### src/rtl/cache_fill_fsm.sv
// ----------------------------------------------------------------------------
// cache_fill_fsm
//
// Services a cache miss by fetching one 16-byte block as WORDS sequential
// word reads. Each returned word is written into the data array; the tag
// array is written together with the last word. Request addresses are
// produced by an external combinational adder: this block drives the current
// request address on add_a and STRIDE on add_b, and takes add_sum as the
// next request address.
//
// Ports:
//   clk, rst_n          rising-edge clock, asynchronous active-low reset
//   miss_detected       cache miss, sampled only while idle
//   miss_address        byte address of the missing access
//   fsm_busy            high while a fill is in progress (pipeline stall)
//   mem_read_en         memory read request strobe, one word per cycle
//   memory_address      byte address of the current request
//   memory_data_valid   returned word is valid this cycle
//   write_data_array    data-array write enable
//   write_tag_array     tag-array write enable (with the last word)
//   block_base          miss_address with the low nibble cleared
//   word_index          data-array word index of the accepted response
//   add_a, add_b        address adder operands
//   add_sum, add_error  address adder result and overflow (overflow unused)
// ----------------------------------------------------------------------------
module cache_fill_fsm #(
    parameter int          WORDS  = 8,
    parameter logic [15:0] STRIDE = 16'h0002
) (
    input  logic        clk,
    input  logic        rst_n,
    input  logic        miss_detected,
    input  logic [15:0] miss_address,
    output logic        fsm_busy,
    output logic        mem_read_en,
    output logic [15:0] memory_address,
    input  logic        memory_data_valid,
    output logic        write_data_array,
    output logic        write_tag_array,
    output logic [15:0] block_base,
    output logic [2:0]  word_index,
    output logic [15:0] add_a,
    output logic [15:0] add_b,
    input  logic [15:0] add_sum,
    input  logic        add_error
);

    typedef enum logic {IDLE, FILL} state_t;

    // Counters are one bit wider than word_index so they can reach WORDS.
    localparam logic [3:0] WORDS_C = 4'(WORDS);

    state_t      state_q, state_d;
    logic [15:0] base_q, base_d;
    logic [15:0] req_addr_q, req_addr_d;
    logic [3:0]  iss_cnt_q, iss_cnt_d;
    logic [3:0]  rcv_cnt_q, rcv_cnt_d;

    logic issuing;
    logic accept;
    logic last_word;

    // Adder overflow cannot matter: only WORDS requests are issued per block.
    logic unused_add_error;
    assign unused_add_error = add_error;

    assign issuing   = (state_q == FILL) && (iss_cnt_q < WORDS_C);
    // Only responses to requests issued on earlier cycles are accepted;
    // anything beyond the outstanding count is unsolicited and dropped.
    assign accept    = (state_q == FILL) && memory_data_valid && (rcv_cnt_q < iss_cnt_q);
    assign last_word = accept && (rcv_cnt_q == WORDS_C - 4'd1);

    assign fsm_busy         = (state_q == FILL);
    assign mem_read_en      = issuing;
    assign memory_address   = req_addr_q;
    assign write_data_array = accept;
    assign write_tag_array  = last_word;
    assign block_base       = base_q;
    assign word_index       = rcv_cnt_q[2:0];
    assign add_a            = req_addr_q;
    assign add_b            = STRIDE;

    always_comb begin
        state_d    = state_q;
        base_d     = base_q;
        req_addr_d = req_addr_q;
        iss_cnt_d  = iss_cnt_q;
        rcv_cnt_d  = rcv_cnt_q;
        case (state_q)
            IDLE: begin
                if (miss_detected) begin
                    base_d     = {miss_address[15:4], 4'h0};
                    req_addr_d = {miss_address[15:4], 4'h0};
                    iss_cnt_d  = 4'd0;
                    rcv_cnt_d  = 4'd0;
                    state_d    = FILL;
                end
            end
            FILL: begin
                if (issuing) begin
                    req_addr_d = add_sum;
                    iss_cnt_d  = iss_cnt_q + 4'd1;
                end
                if (accept) begin
                    rcv_cnt_d = rcv_cnt_q + 4'd1;
                end
                if (last_word) begin
                    state_d = IDLE;
                end
            end
            default: state_d = IDLE;
        endcase
    end

    always_ff @(posedge clk or negedge rst_n) begin
        if (!rst_n) begin
            state_q    <= IDLE;
            base_q     <= 16'h0000;
            req_addr_q <= 16'h0000;
            iss_cnt_q  <= 4'd0;
            rcv_cnt_q  <= 4'd0;
        end else begin
            state_q    <= state_d;
            base_q     <= base_d;
            req_addr_q <= req_addr_d;
            iss_cnt_q  <= iss_cnt_d;
            rcv_cnt_q  <= rcv_cnt_d;
        end
    end

endmodule

### config.mk
export PLATFORM = sky130hd
export DESIGN_NAME = cache_fill_fsm
export DESIGN_NICKNAME = d
export VERILOG_FILES = /design/src/rtl/cache_fill_fsm.sv
export SDC_FILE = /design/constraint.sdc
export NUM_CORES = 1
export LEC_CHECK = 0
export BUFFER_PORTS_ARGS = -buffer_cell sky130_fd_sc_hd__buf_2
export CORE_MARGIN = 3
export CORE_UTILIZATION = 30
export DETAILED_ROUTE_END_ITERATION = 10
export PLACE_DENSITY = 0.59
export SETUP_SLACK_MARGIN = 0.02
export SLEW_MARGIN = 20
export SYNTH_ARGS = -nofsm -noshare
export SYNTH_HDL_FRONTEND = slang
export SYNTH_SLANG_ARGS = --single-unit
### constraint.sdc
create_clock -name clk -period 1.85 [get_ports clk]
set_input_delay 0.185 -clock clk [delete_from_list [all_inputs] [get_ports clk]]
set_output_delay 0.185 -clock clk [all_outputs]
set_load 0.05 [all_outputs]
* Yosys cells after proc, flatten, opt, wreduce, memory -nomap -nowiden
Cells that the tools add are included. Widths: inputs -> output; s select.
Word-level totals: register bits after elaboration 37, input port bits 37, output and inout bits 71, word-level logic and storage cells 32
Operators by class: add/sub/neg operators 2, order comparisons 2, eq/ne operators 4, multiplexer cells 11, bitwise gates (word level) 1, reductions and logical operators 7
Operators by type and width (count):
- $mux 16 | 2
- $pmux 16 s2 | 1
- $pmux 4 s2 | 2
- $mux 4 | 3
- $add 4x1->4 const B | 2
- $reduce_and 2->1 | 3
- $eq 4x3->1 const B | 1
- $logic_and 1x1->1 | 4
- $lt 4x4->1 | 1
- $lt 4x4->1 const B | 1
- $ne 2x2->1 const B | 2
- $mux 1 | 2
- $ne 2x1->1 const B | 1
- $pmux 1 s2 | 1
- $not 1->1 | 1

* Depth between registers and ports, before layout
Gate-level depths: netlist (run 1).
word-level depth 5, mapped depth 6, gate-level depth less buffers 6

* Least setup slack after synthesis (run 1)
No wires, ideal clock.
kind reg-to-reg, from register rcv_cnt_q[1], to register state_q (netlist: fsm_busy), setup time 171 ps, data arrival time 2088 ps, required time 1679 ps, slack -409 ps, stages on the path, launching flop included 6, buffers on the path 0, period minus slack after synthesis 2259 ps, cell sequence dfrtp_1 > ha_1 > o211ai_1 > nor2_2 > nor4_2 > nor2_1
Between the ends: longest elaborated chain between the ends 5, elaborated cells on any way between the ends 6, those cells by class order compare (1); eq/ne (1); mux (2); reduce/logical (2)
RTL lines:
- start: declaration | RTL line 57 | logic [3:0] rcv_cnt_q, rcv_cnt_d;
- start signal: assignment | RTL line 127 | rcv_cnt_q <= rcv_cnt_d;
- $lt 4x4->1 | RTL line 70 | assign accept = (state_q == FILL) && memory_data_valid && (rcv_cnt_q < iss_cnt_q);
- $logic_and 1x1->1 | RTL line 70
- $logic_and 1x1->1 (*) | RTL line 71 | assign last_word = accept && (rcv_cnt_q == WORDS_C - 4'd1);
- via write_tag_array | RTL line 39 | output logic write_tag_array,
- $mux 1 (*) | RTL line 107 | if (last_word) begin
- $pmux 1 s2 (*) | RTL line 89 | case (state_q)
- via state_d | RTL line 53 | state_t state_q, state_d;
- end signal: assignment | RTL line 123 | state_q <= state_d;
- end: declaration | RTL line 53
Mark *: on every way through the listed nets, which the timed path passes. The rest lies on a longest branch. A chain may end at the register's enable or synchronous reset.

* Final worst setup path (run 1)
from register rcv_cnt_q[1], to output port write_tag_array
Between the ends: longest elaborated chain between the ends 3, elaborated cells on any way between the ends 4, those cells by class order compare (1); eq/ne (1); reduce/logical (2)
RTL lines (RTL line):
- $lt 4x4->1 | 70
- $logic_and 1x1->1 | 70
- $logic_and 1x1->1 (*) | 71
- end: declaration | 39
Mark *: on every way between the ends. The rest lies on a longest branch, timed or not.

==> results of run 1 <==
==> metrics by stage <==
stage	cells	utilization [%]	area (um2)
4_1_cts	358	38.3	2470
2_1_floorplan	226	-	2120
5_1_grt	365	39.4	2550
6_report	365	39.4	2550
3_5_place_dp	346	36.2	2340
3_3_place_gp	346	36.2	2340
==> registers in the layout, indices dropped and copies added, names as in the netlist <==
register,flops
add_a,16
block_base,12
iss_cnt_q,4
rcv_cnt_q,4
fsm_busy,1
==> placed cells by master (no fill, tap or decap), types with 2 or more instances in the layout <==
master / instances
a22o_1: 5
ha_1: 3
buf_2: 80
o211ai_1: 2
inv_1: 4
mux2i_1: 15
ha_4: 2
conb_1: 20
o21ai_0: 12
clkinv_2: 2
nor2_4: 2
nor2_1: 3
inv_2: 2
dfrtp_1: 36
nand3_1: 3
nand2_1: 53
a21oi_1: 2
buf_4: 18
clkbuf_8: 5
==> cells by family (layout without fill, tap and decap cells) <==
kind of cell	after synthesis	after routing	share of synthesized area [%]
AND/OR/NAND/NOR	71	71	16.8
buffers and inverters	53	115	18.4
flip-flops	37	37	45.7
AO/OA/AOI/OAI	22	22	6.79
multiplexers	16	16	7.96
adder cells (fa/ha/maj)	5	5	3.08
other	2	20	0.370
XOR/XNOR	2	2	0.864
==> critical path, stage by stage (launching register included) <==
cell      delay [ns]
dfrtp_1         0.43
ha_4            0.25
o211ai_1        0.31
nor2_4          0.10
nor4_4          0.19
buf_6           0.20
==> area by class of cell <==
| type | count | area share (%) |
|---|---|---|
| clock inverters | 3 | 0.688 |
| flip-flops and latches | 37 | 36.4 |
| repair buffers | 101 | 22.5 |
| inverters | 6 | 0.885 |
| multi-input cells | 136 | 33.1 |
| clock buffers | 5 | 2.70 |
| well taps | 77 | 3.78 |
==> synth_stat cells <==
cell / number
a21oi_1: 2
a22o_1: 5
buf_1: 1
buf_2: 2
buf_4: 42
buf_6: 2
conb_1: 2
dfrtp_1: 37
ha_1: 5
inv_1: 6
mux2_2: 1
mux2i_1: 15
nand2_1: 54
nand2b_1: 1
nand3_1: 3
nand3b_1: 1
nand4b_4: 1
nor2_1: 3
nor2_2: 2
nor2_4: 1
nor2b_1: 1
nor2b_4: 1
nor3b_2: 1
nor4_2: 1
o211ai_1: 2
o21ai_0: 12
o311ai_0: 1
or3_1: 1
xnor2_1: 1
xor2_1: 1
==> metal layers <==
layer,global-route usage [%],vias up
met2,19.6,56
met5,0,-
met4,4.53,0
met1,15.9,697
met3,3.17,8
li1,-,773
==> path summary, 6_finish.rpt <==
path / startpoint / endpoint / cells after the start
worst max-delay path: rcv_cnt_q[1]$_DFFE_PN0P_ / write_tag_array / 5
worst min-delay path: miss_address[9] / block_base[9]$_DFFE_PN0P_ / 3
worst max register to register: rcv_cnt_q[1]$_DFFE_PN0P_ / rcv_cnt_q[2]$_DFFE_PN0P_ / 6
worst min register to register: block_base[11]$_DFFE_PN0P_ / block_base[11]$_DFFE_PN0P_ / 2
max in group asynchronous: rst_n / add_a[5]$_DFFE_PN0P_ / 3
min in group asynchronous: rst_n / rcv_cnt_q[3]$_DFFE_PN0P_ / 2
==> what timing repair did <==
item                                    in CTS  in global routing
hold buffers                                 1                  0
endpoints found under the setup margin       2                  3
pin swaps                                    6                  2
gates cloned                                 0                  0
setup buffers                                3                  7
endpoints found under the hold margin       21                  0
gates resized for setup                      6                  5
==> metrics.cfg, run 1 <==
[timing]
hold_violations = 0
fin_crit_sh_pct = 106
setup-tns-final_ns = -0.149
setup_slack_ns = -0.105
tightest_slew_ns = 0.584
finalSetupViolCount = 2
finalMaxSlewViolations = 0
finClkSkew_ns = 0.00570
relSlewSlack_pct = 61.1
timing.hold.ws_ns = 0.107
final.min_clock_period_ns = 1.95
fmax_mhz = 512
rsz0062_at_grt = true

[routing]
ant_nets = 0
drc_errors = 0
via_per_inst = 4.20
route.vias.total = 1534
drt-initial-drc-count = 33
drt-met1-wl_mm = 2.13
wl_met2_mm = 2.42
dr.max_layer_used = met4
wl_per_cell_um = 13.4
wl_met3_um = 273
wl_mm = 4.90
dr.pass1.iters = 4

[global_routing]
globalRoute.totalOverflow = 0
antenna_found_initial = 0
grt_max_degree = 23
grt_pass1_vias = 1376
grt_use_total_pct = 12.2
grt_pass1_wl_mm = 7.23

[floorplanning]
rows = 29
start_util_pct = 31.4
die_y_um = 88.2
coreArea_um2 = 6460
pin_count = 108
die_area_um2 = 7780
die-width_um = 88.2

[final_layout]
multiInputGateArea_um2 = 842
drive_above_1_share_pct = 42.4
areaGrowthSynthToFinish_pct = 25.5
nNetsFinal = 329
n_antenna_cell = 0
regArea_um2 = 927
nFillCells = 658

[logic_synthesis]
ys.warnings.count = 0
ys_ff_latch = 37
synth_top_cells_by_area = dfrtp_1 (46%), buf_4 (16%), nand2_1 (10%)
ys_types = 30
synth_top_area_cell = dfrtp_1
syn-instance-count = 208
synthesis.area_um2 = 2030
netlist.area_leader.share_pct = 45.7
avgSynthCellArea_um2 = 9.75
yosysSeqAreaShare_pct = 45.7

[critical_path]
r2r_slack_ns = 0.11
crit_required_ns = 1.66
endpoint_kind = output pin
critPathArrivalTime_ns = 1.77
cp_max_fo = 4
cp-start-kind = register
path_class = register to output pin

[place]
dp_slack_ns = 0.125
portBuffers = 82
dpl.hpwl_mm = 3.70
gp_congestion = 0.810

[cts]
ctsLongestPathBuffers = 2
root_buffer = clkbuf_8
cts_buffers = 5
path_clk_slew_ns = 0.08
cts-htree-levels = 2
tritoncts = done
clk_latency_ns = 0.29
clock-sinks = 37

[worst_hold_path]
hold_path.class = input pin to register

[flow_run]
cap_violations = 0

[status]
status = finished with violations
violations = setup timing

Power of run 1 is left out: the tool's default activity adds up to more than one toggle a clock period on the data nets, which glitch-free logic cannot reach.
==> run 2: changes to the inputs <==
--- a/config.mk
+++ b/config.mk
@@ -6,10 +6,11 @@
 export NUM_CORES = 1
 export LEC_CHECK = 0
 export BUFFER_PORTS_ARGS = -buffer_cell sky130_fd_sc_hd__buf_2
+export CORE_ASPECT_RATIO = 0.75
 export CORE_MARGIN = 3
 export CORE_UTILIZATION = 30
 export DETAILED_ROUTE_END_ITERATION = 10
-export PLACE_DENSITY = 0.59
+export PLACE_DENSITY = 0.56
 export SETUP_SLACK_MARGIN = 0.02
 export SLEW_MARGIN = 20
 export SYNTH_ARGS = -nofsm -noshare
==> run 2 against run 1 <==
  * The flow now finishes without violations
  * Via count is 1.2% lower
  * Clock skew grew 0.0013 ns
  * Design area shrank 1.8%
  * Flip-flop and latch count is the same
  * Routed wire length fell by 5.7%
  * Die area up 0.13%
  * Maximum frequency is 6.1% higher
  * Clock-buffer cell count grew 2
  * Critical path depth unchanged
  * Final cell count is 0.82% lower
  * Hold slack gained 0.013 ns
  * Sequential share of layout area up 0.67 points
  * Highest routed layer unchanged
==> metrics.cfg, run 2 (synthesized netlist as in run 1, its figures left out) <==
[timing]
relSlewSlack_pct = 61.4  ; +0.34 points
tightest_slew_ns = 0.578  ; -0.00515 ns
rsz0062_at_grt = true
finalMaxSlewViolations = 0  ; unchanged
hold_violations = 0  ; unchanged
fin_crit_sh_pct = 99.6  ; -6.1 points
final.min_clock_period_ns = 1.84  ; -0.112 ns
finClkSkew_ns = 0.00696  ; +0.00126 ns
fmax_mhz = 543  ; +6.1%
setup_slack_ns = 0.00767  ; +0.112 ns
finalSetupViolCount = 0  ; -2

[place]
gp_congestion = 0.792  ; -2.2%
dp_slack_ns = 0.134  ; +0.00896 ns
portBuffers = 82  ; unchanged
dpl.hpwl_mm = 3.62  ; -2.1%

[final_layout]
areaGrowthSynthToFinish_pct = 23.3
nFillCells = 650  ; -1.2%
nNetsFinal = 323  ; -1.8%
drive_above_1_share_pct = 40.2  ; -2.1 points
largest_reg_flops = 16  ; unchanged
final_cell_mix = buf_2 (80), nand2_1 (53), dfrtp_1 (36)
n_antenna_cell = 0  ; unchanged
final_common_cell = buf_2
regArea_um2 = 927  ; unchanged
multiInputGateArea_um2 = 827  ; -1.8%

[floorplanning]
die-width_um = 101  ; +14%
start_util_pct = 31.6  ; +0.23 points
pin_count = 108  ; unchanged
rows = 25  ; -14%
coreArea_um2 = 6410  ; -0.72%
die_area_um2 = 7790  ; +0.13%
die_y_um = 77.2  ; -12%

[global_routing]
grt_use_total_pct = 12.1  ; -0.12 points
grt_pass1_vias = 1397  ; +1.5%
grt_pass1_wl_mm = 7.25  ; +0.19%
met3_usage_pct = 4.27  ; +1.1 points
busiest_layer = met1
grt_max_degree = 29  ; +26%
grt_use_met2_pct = 17.2  ; -2.4 points
globalRoute.totalOverflow = 0  ; unchanged
antenna_found_initial = 0  ; unchanged
met1_usage_pct = 17.4  ; +1.5 points

[critical_path]
crit_required_ns = 1.66  ; about the same
critPathArrivalTime_ns = 1.66  ; -0.11 ns
cp-start-kind = register
cp_slowest_stage_delay_ns = 0.39  ; -0.04 ns
endpoint_kind = output pin
slowest_stage = dfrtp_1
cp_cell_sequence = ha_1 > o211ai_1 > nor2_2 > nor4_4 > buf_6
path_class = register to output pin
cp_max_fo = 5  ; +1

[cts]
cts_buffers = 5  ; unchanged
path_clk_slew_ns = 0.07  ; about the same
cts-htree-levels = 2  ; unchanged
ctsLongestPathBuffers = 2  ; unchanged
clock-sinks = 37  ; unchanged
clk_latency_ns = 0.28  ; about the same
root_buffer = clkbuf_8
tritoncts = done

[routing]
drc_errors = 0  ; unchanged
dr.pass1.iters = 4  ; unchanged
wl_mm = 4.62  ; -5.7%
wl_per_cell_um = 12.8  ; -4.9%
via_per_inst = 4.19  ; -0.35%
route.vias.total = 1516  ; -1.2%
drt-initial-drc-count = 74  ; +120%
ant_nets = 0  ; unchanged

[worst_hold_path]
hold_path.class = input pin to register

[flow_run]
cap_violations = 0  ; unchanged

[status]
status = finished clean

==> run 2: cell types whose count changed in the layout (fill, tap and decap cells not counted), sizes merged <==
cell and change:
clkinv -2, buf -6, clkinvlp -1, clkbuf +2
==> run 2: layer usage <==
metal | wire length [um] | vias up | part of all wire, %
met5 | 0 | - | 0
met1 | 2240 | 701 | 48
met3 | 293 | 2 | 6.3
met4 | 41 | 0 | 0.89
met2 | 2040 | 50 | 44
li1 | - | 763 | -
==> run 2: critical path: cells and delay by family, from the launching register on <==
family                     cells  cell delay, ns
and+or+nand+nor                2            0.30
AOI/OAI and AO/OA              1            0.19
adders and majority gates      1            0.29
DFF                            1            0.39
buffers and inverters          1            0.20
==> run 2: stage by stage <==
stage	setup TNS (ns)	area (um2)	hold slack [ns]	utilization (%)	instances
after floorplan	0	2120	-0.111	-	226
after global placement	0	2350	0.169	36.6	349
after detailed placement	0	2350	0.171	36.6	349
after CTS	-0.0309	2500	0.110	38.9	362
after global routing	-0.210	2500	0.118	39.0	362
final	0	2500	0.120	39.0	362
==> run 2: area by class of cell <==
cell class              instances  share of cell area, %
clock buffers                   7                   3.45
inverters                       6                  0.901
multi-input cells             136                   33.1
flip-flops and latches         37                   37.1
well taps                      81                   4.05
repair buffers                 95                   21.4
==> run 2: timing repair <==
action                                  in CTS  in global routing
endpoints found under the hold margin       19                  0
setup buffers                                5                  0
pin swaps                                    6                  2
hold buffers                                 1                  0
gates resized for setup                      6                  1
endpoints found under the setup margin       2                  3
==> run 2: worst paths after layout <==
kind	start	end	slack [ns]	cells after the start
max	rcv_cnt_q[1]$_DFFE_PN0P_	write_tag_array	0.008	5
min	miss_address[9]	block_base[9]$_DFFE_PN0P_	0.12	3
max reg2reg	iss_cnt_q[3]$_DFFE_PN0P_	rcv_cnt_q[2]$_DFFE_PN0P_	0.14	8
min reg2reg	block_base[14]$_DFFE_PN0P_	block_base[14]$_DFFE_PN0P_	0.47	2
max in group asynchronous	rst_n	fsm_busy$_DFF_PN0_	0.99	3
min in group asynchronous	rst_n	block_base[7]$_DFFE_PN0P_	0.40	2
Power of run 2 is left out for the same reason.
==> run 3: changes to the inputs <==
--- a/config.mk
+++ b/config.mk
@@ -7,7 +7,7 @@
 export LEC_CHECK = 0
 export BUFFER_PORTS_ARGS = -buffer_cell sky130_fd_sc_hd__buf_2
 export CORE_ASPECT_RATIO = 0.75
-export CORE_MARGIN = 3
+export CORE_MARGIN = 1
 export CORE_UTILIZATION = 30
 export DETAILED_ROUTE_END_ITERATION = 10
 export PLACE_DENSITY = 0.56
==> run 3 against run 2 <==
  * The run now ends with setup timing left
  * Utilization rose by 0.47 points
  * First-iteration DRC count fell by 66%
  * Final cell count rose by 0.83%
  * Global-route usage rose by 1.2 points
  * Clock skew fell by 0.0043 ns
  * Flip-flop and latch count did not move
  * Routed wire length fell by 2.4%
  * Critical path depth did not move
  * Non-clock buffer count rose by 2
==> metrics.cfg, run 3 (synthesized netlist as in run 1, its figures left out) <==
[timing]
finalSetupViolCount = 1  ; +1
finClkSkew_ns = 0.00265  ; -0.00431 ns
hold_violations = 0  ; unchanged
finalMaxSlewViolations = 0  ; unchanged
setup_slack_ns = -0.0129  ; -0.0206 ns
relSlewSlack_pct = 61.4  ; about the same
rsz0062_at_grt = true
fmax_mhz = 537  ; -1.1%
final.min_clock_period_ns = 1.86  ; +0.0206 ns
fin_crit_sh_pct = 101  ; +1.1 points
tightest_slew_ns = 0.579  ; +0.000154 ns

[status]
status = finished with violations
violations = setup timing

[routing]
dr.pass1.iters = 4  ; unchanged
route.vias.total = 1504  ; -0.79%
drt-initial-drc-count = 25  ; -66%
wl_per_cell_um = 12.4  ; -3.2%
drc_errors = 0  ; unchanged
via_per_inst = 4.12  ; -1.6%
ant_nets = 0  ; unchanged
wl_mm = 4.51  ; -2.4%

[global_routing]
grt_pass1_vias = 1395  ; -0.14%
grt_use_total_pct = 13.3  ; +1.2 points
globalRoute.totalOverflow = 0  ; unchanged
grt_max_degree = 29  ; unchanged
grt_pass1_wl_mm = 7.18  ; -0.95%
antenna_found_initial = 0  ; unchanged

[cts]
cts-htree-levels = 2  ; unchanged
tritoncts = done
clock-sinks = 37  ; unchanged
ctsLongestPathBuffers = 2  ; unchanged
cts_buffers = 5  ; unchanged
root_buffer = clkbuf_8
clk_latency_ns = 0.28  ; about the same
path_clk_slew_ns = 0.07  ; about the same

[final_layout]
final_common_cell = buf_2
multiInputGateArea_um2 = 827  ; unchanged
areaGrowthSynthToFinish_pct = 24.7
drive_above_1_share_pct = 41.2  ; +0.98 points
final_core_util_pct = 39.5  ; +0.47 points
largest_reg_flops = 16  ; unchanged
n_antenna_cell = 0  ; unchanged
nNetsFinal = 325  ; +0.62%
nFillCells = 681  ; +4.8%
regArea_um2 = 927  ; unchanged
final_cell_mix = buf_2 (80), nand2_1 (53), dfrtp_1 (36)

[place]
gp_congestion = 0.784  ; -1.0%
dpl.hpwl_mm = 3.50  ; -3.3%
portBuffers = 82  ; unchanged

[floorplanning]
die_y_um = 73.2  ; -5.2%
coreArea_um2 = 6410  ; unchanged
rows = 25  ; unchanged
die_area_um2 = 7100  ; -8.9%
pin_count = 108  ; unchanged
start_util_pct = 31.6  ; unchanged
die-width_um = 96.9  ; -4.0%

[critical_path]
rr_endpoint = rcv_cnt_q[2]$_DFFE_PN0P_
r2r_start = rcv_cnt_q[3]$_DFFE_PN0P_
cp-start-kind = register
r2r_slack_ns = 0.18  ; +0.04 ns
endpoint_kind = output pin
path_class = register to output pin
crit_required_ns = 1.66  ; about the same
cp_max_fo = 2  ; -3
critPathArrivalTime_ns = 1.68  ; +0.02 ns
worstRegToRegCells = 7  ; -1

[worst_hold_path]
hold_path.class = input pin to register
min_to = block_base[9]$_DFFE_PN0P_
hold_start = miss_address[9]
hold_depth = 3  ; unchanged

[flow_run]
cap_violations = 0  ; unchanged

[run 3: routing by layer]
layer	routed length, um	up-vias	global-route usage [%]
met5	0	-	0
met4	46	0	4.48
met3	223	5	2.97
met2	2030	52	19.9
met1	2210	680	19.1
li1	-	767	-
[run 3: final cells by class]
class	count	share of cell area, %
Sequential cell	37	36.6
Multi-Input combinational cell	136	32.7
Inverter	6	0.890
Tap cell	81	4.01
Clock buffer	7	3.81
Timing Repair Buffer	97	21.8
Clock inverter	1	0.198
[run 3: critical path, stage by stage (launching register included)]
cell and delay, ns:
dfrtp_1 0.42, ha_4 0.27, nand2_4 0.06, nand4b_4 0.11, nor4_4 0.34, buf_6 0.20
[run 3: timing repair]
| item | CTS | global route |
|---|---|---|
| pin swaps | 6 | 0 |
| resized for setup | 6 | 1 |
| hold buffers | 1 | 0 |
| setup endpoints to repair | 2 | 3 |
| endpoints found under the hold margin | 22 | 0 |
| buffers inserted | 6 | 0 |
[run 3: worst max path at each step]
stage,startpoint,endpoint,cells past startpoint,slack (ns)
2_1_floorplan,iss_cnt_q[3]$_DFFE_PN0P_,fsm_busy$_DFF_PN0_,6,0.03
3_5_place_dp,iss_cnt_q[3]$_DFFE_PN0P_,write_tag_array,6,0.16
4_1_cts,rcv_cnt_q[3]$_DFFE_PN0P_,write_tag_array,5,-0.009
3_3_place_gp,iss_cnt_q[3]$_DFFE_PN0P_,write_tag_array,6,0.16
6_report,rcv_cnt_q[3]$_DFFE_PN0P_,write_tag_array,5,-0.01
5_1_grt,iss_cnt_q[1]$_DFFE_PN0P_,write_tag_array,6,-0.12
[run 3: through the flow]
step / setup TNS, ns / setup slack, ns / cells / hold WS [ns] / area, um2
2_1_floorplan: 0 / 0.0329 / 226 / -0.111 / 2120
3_3_place_gp: 0 / 0.164 / 350 / 0.226 / 2350
3_5_place_dp: 0 / 0.158 / 350 / 0.231 / 2350
4_1_cts: -0.00926 / -0.00926 / 365 / 0.106 / 2530
5_1_grt: -0.122 / -0.117 / 365 / 0.119 / 2530
6_report: -0.0129 / -0.0129 / 365 / 0.116 / 2530
Power of run 3 is left out for the same reason.
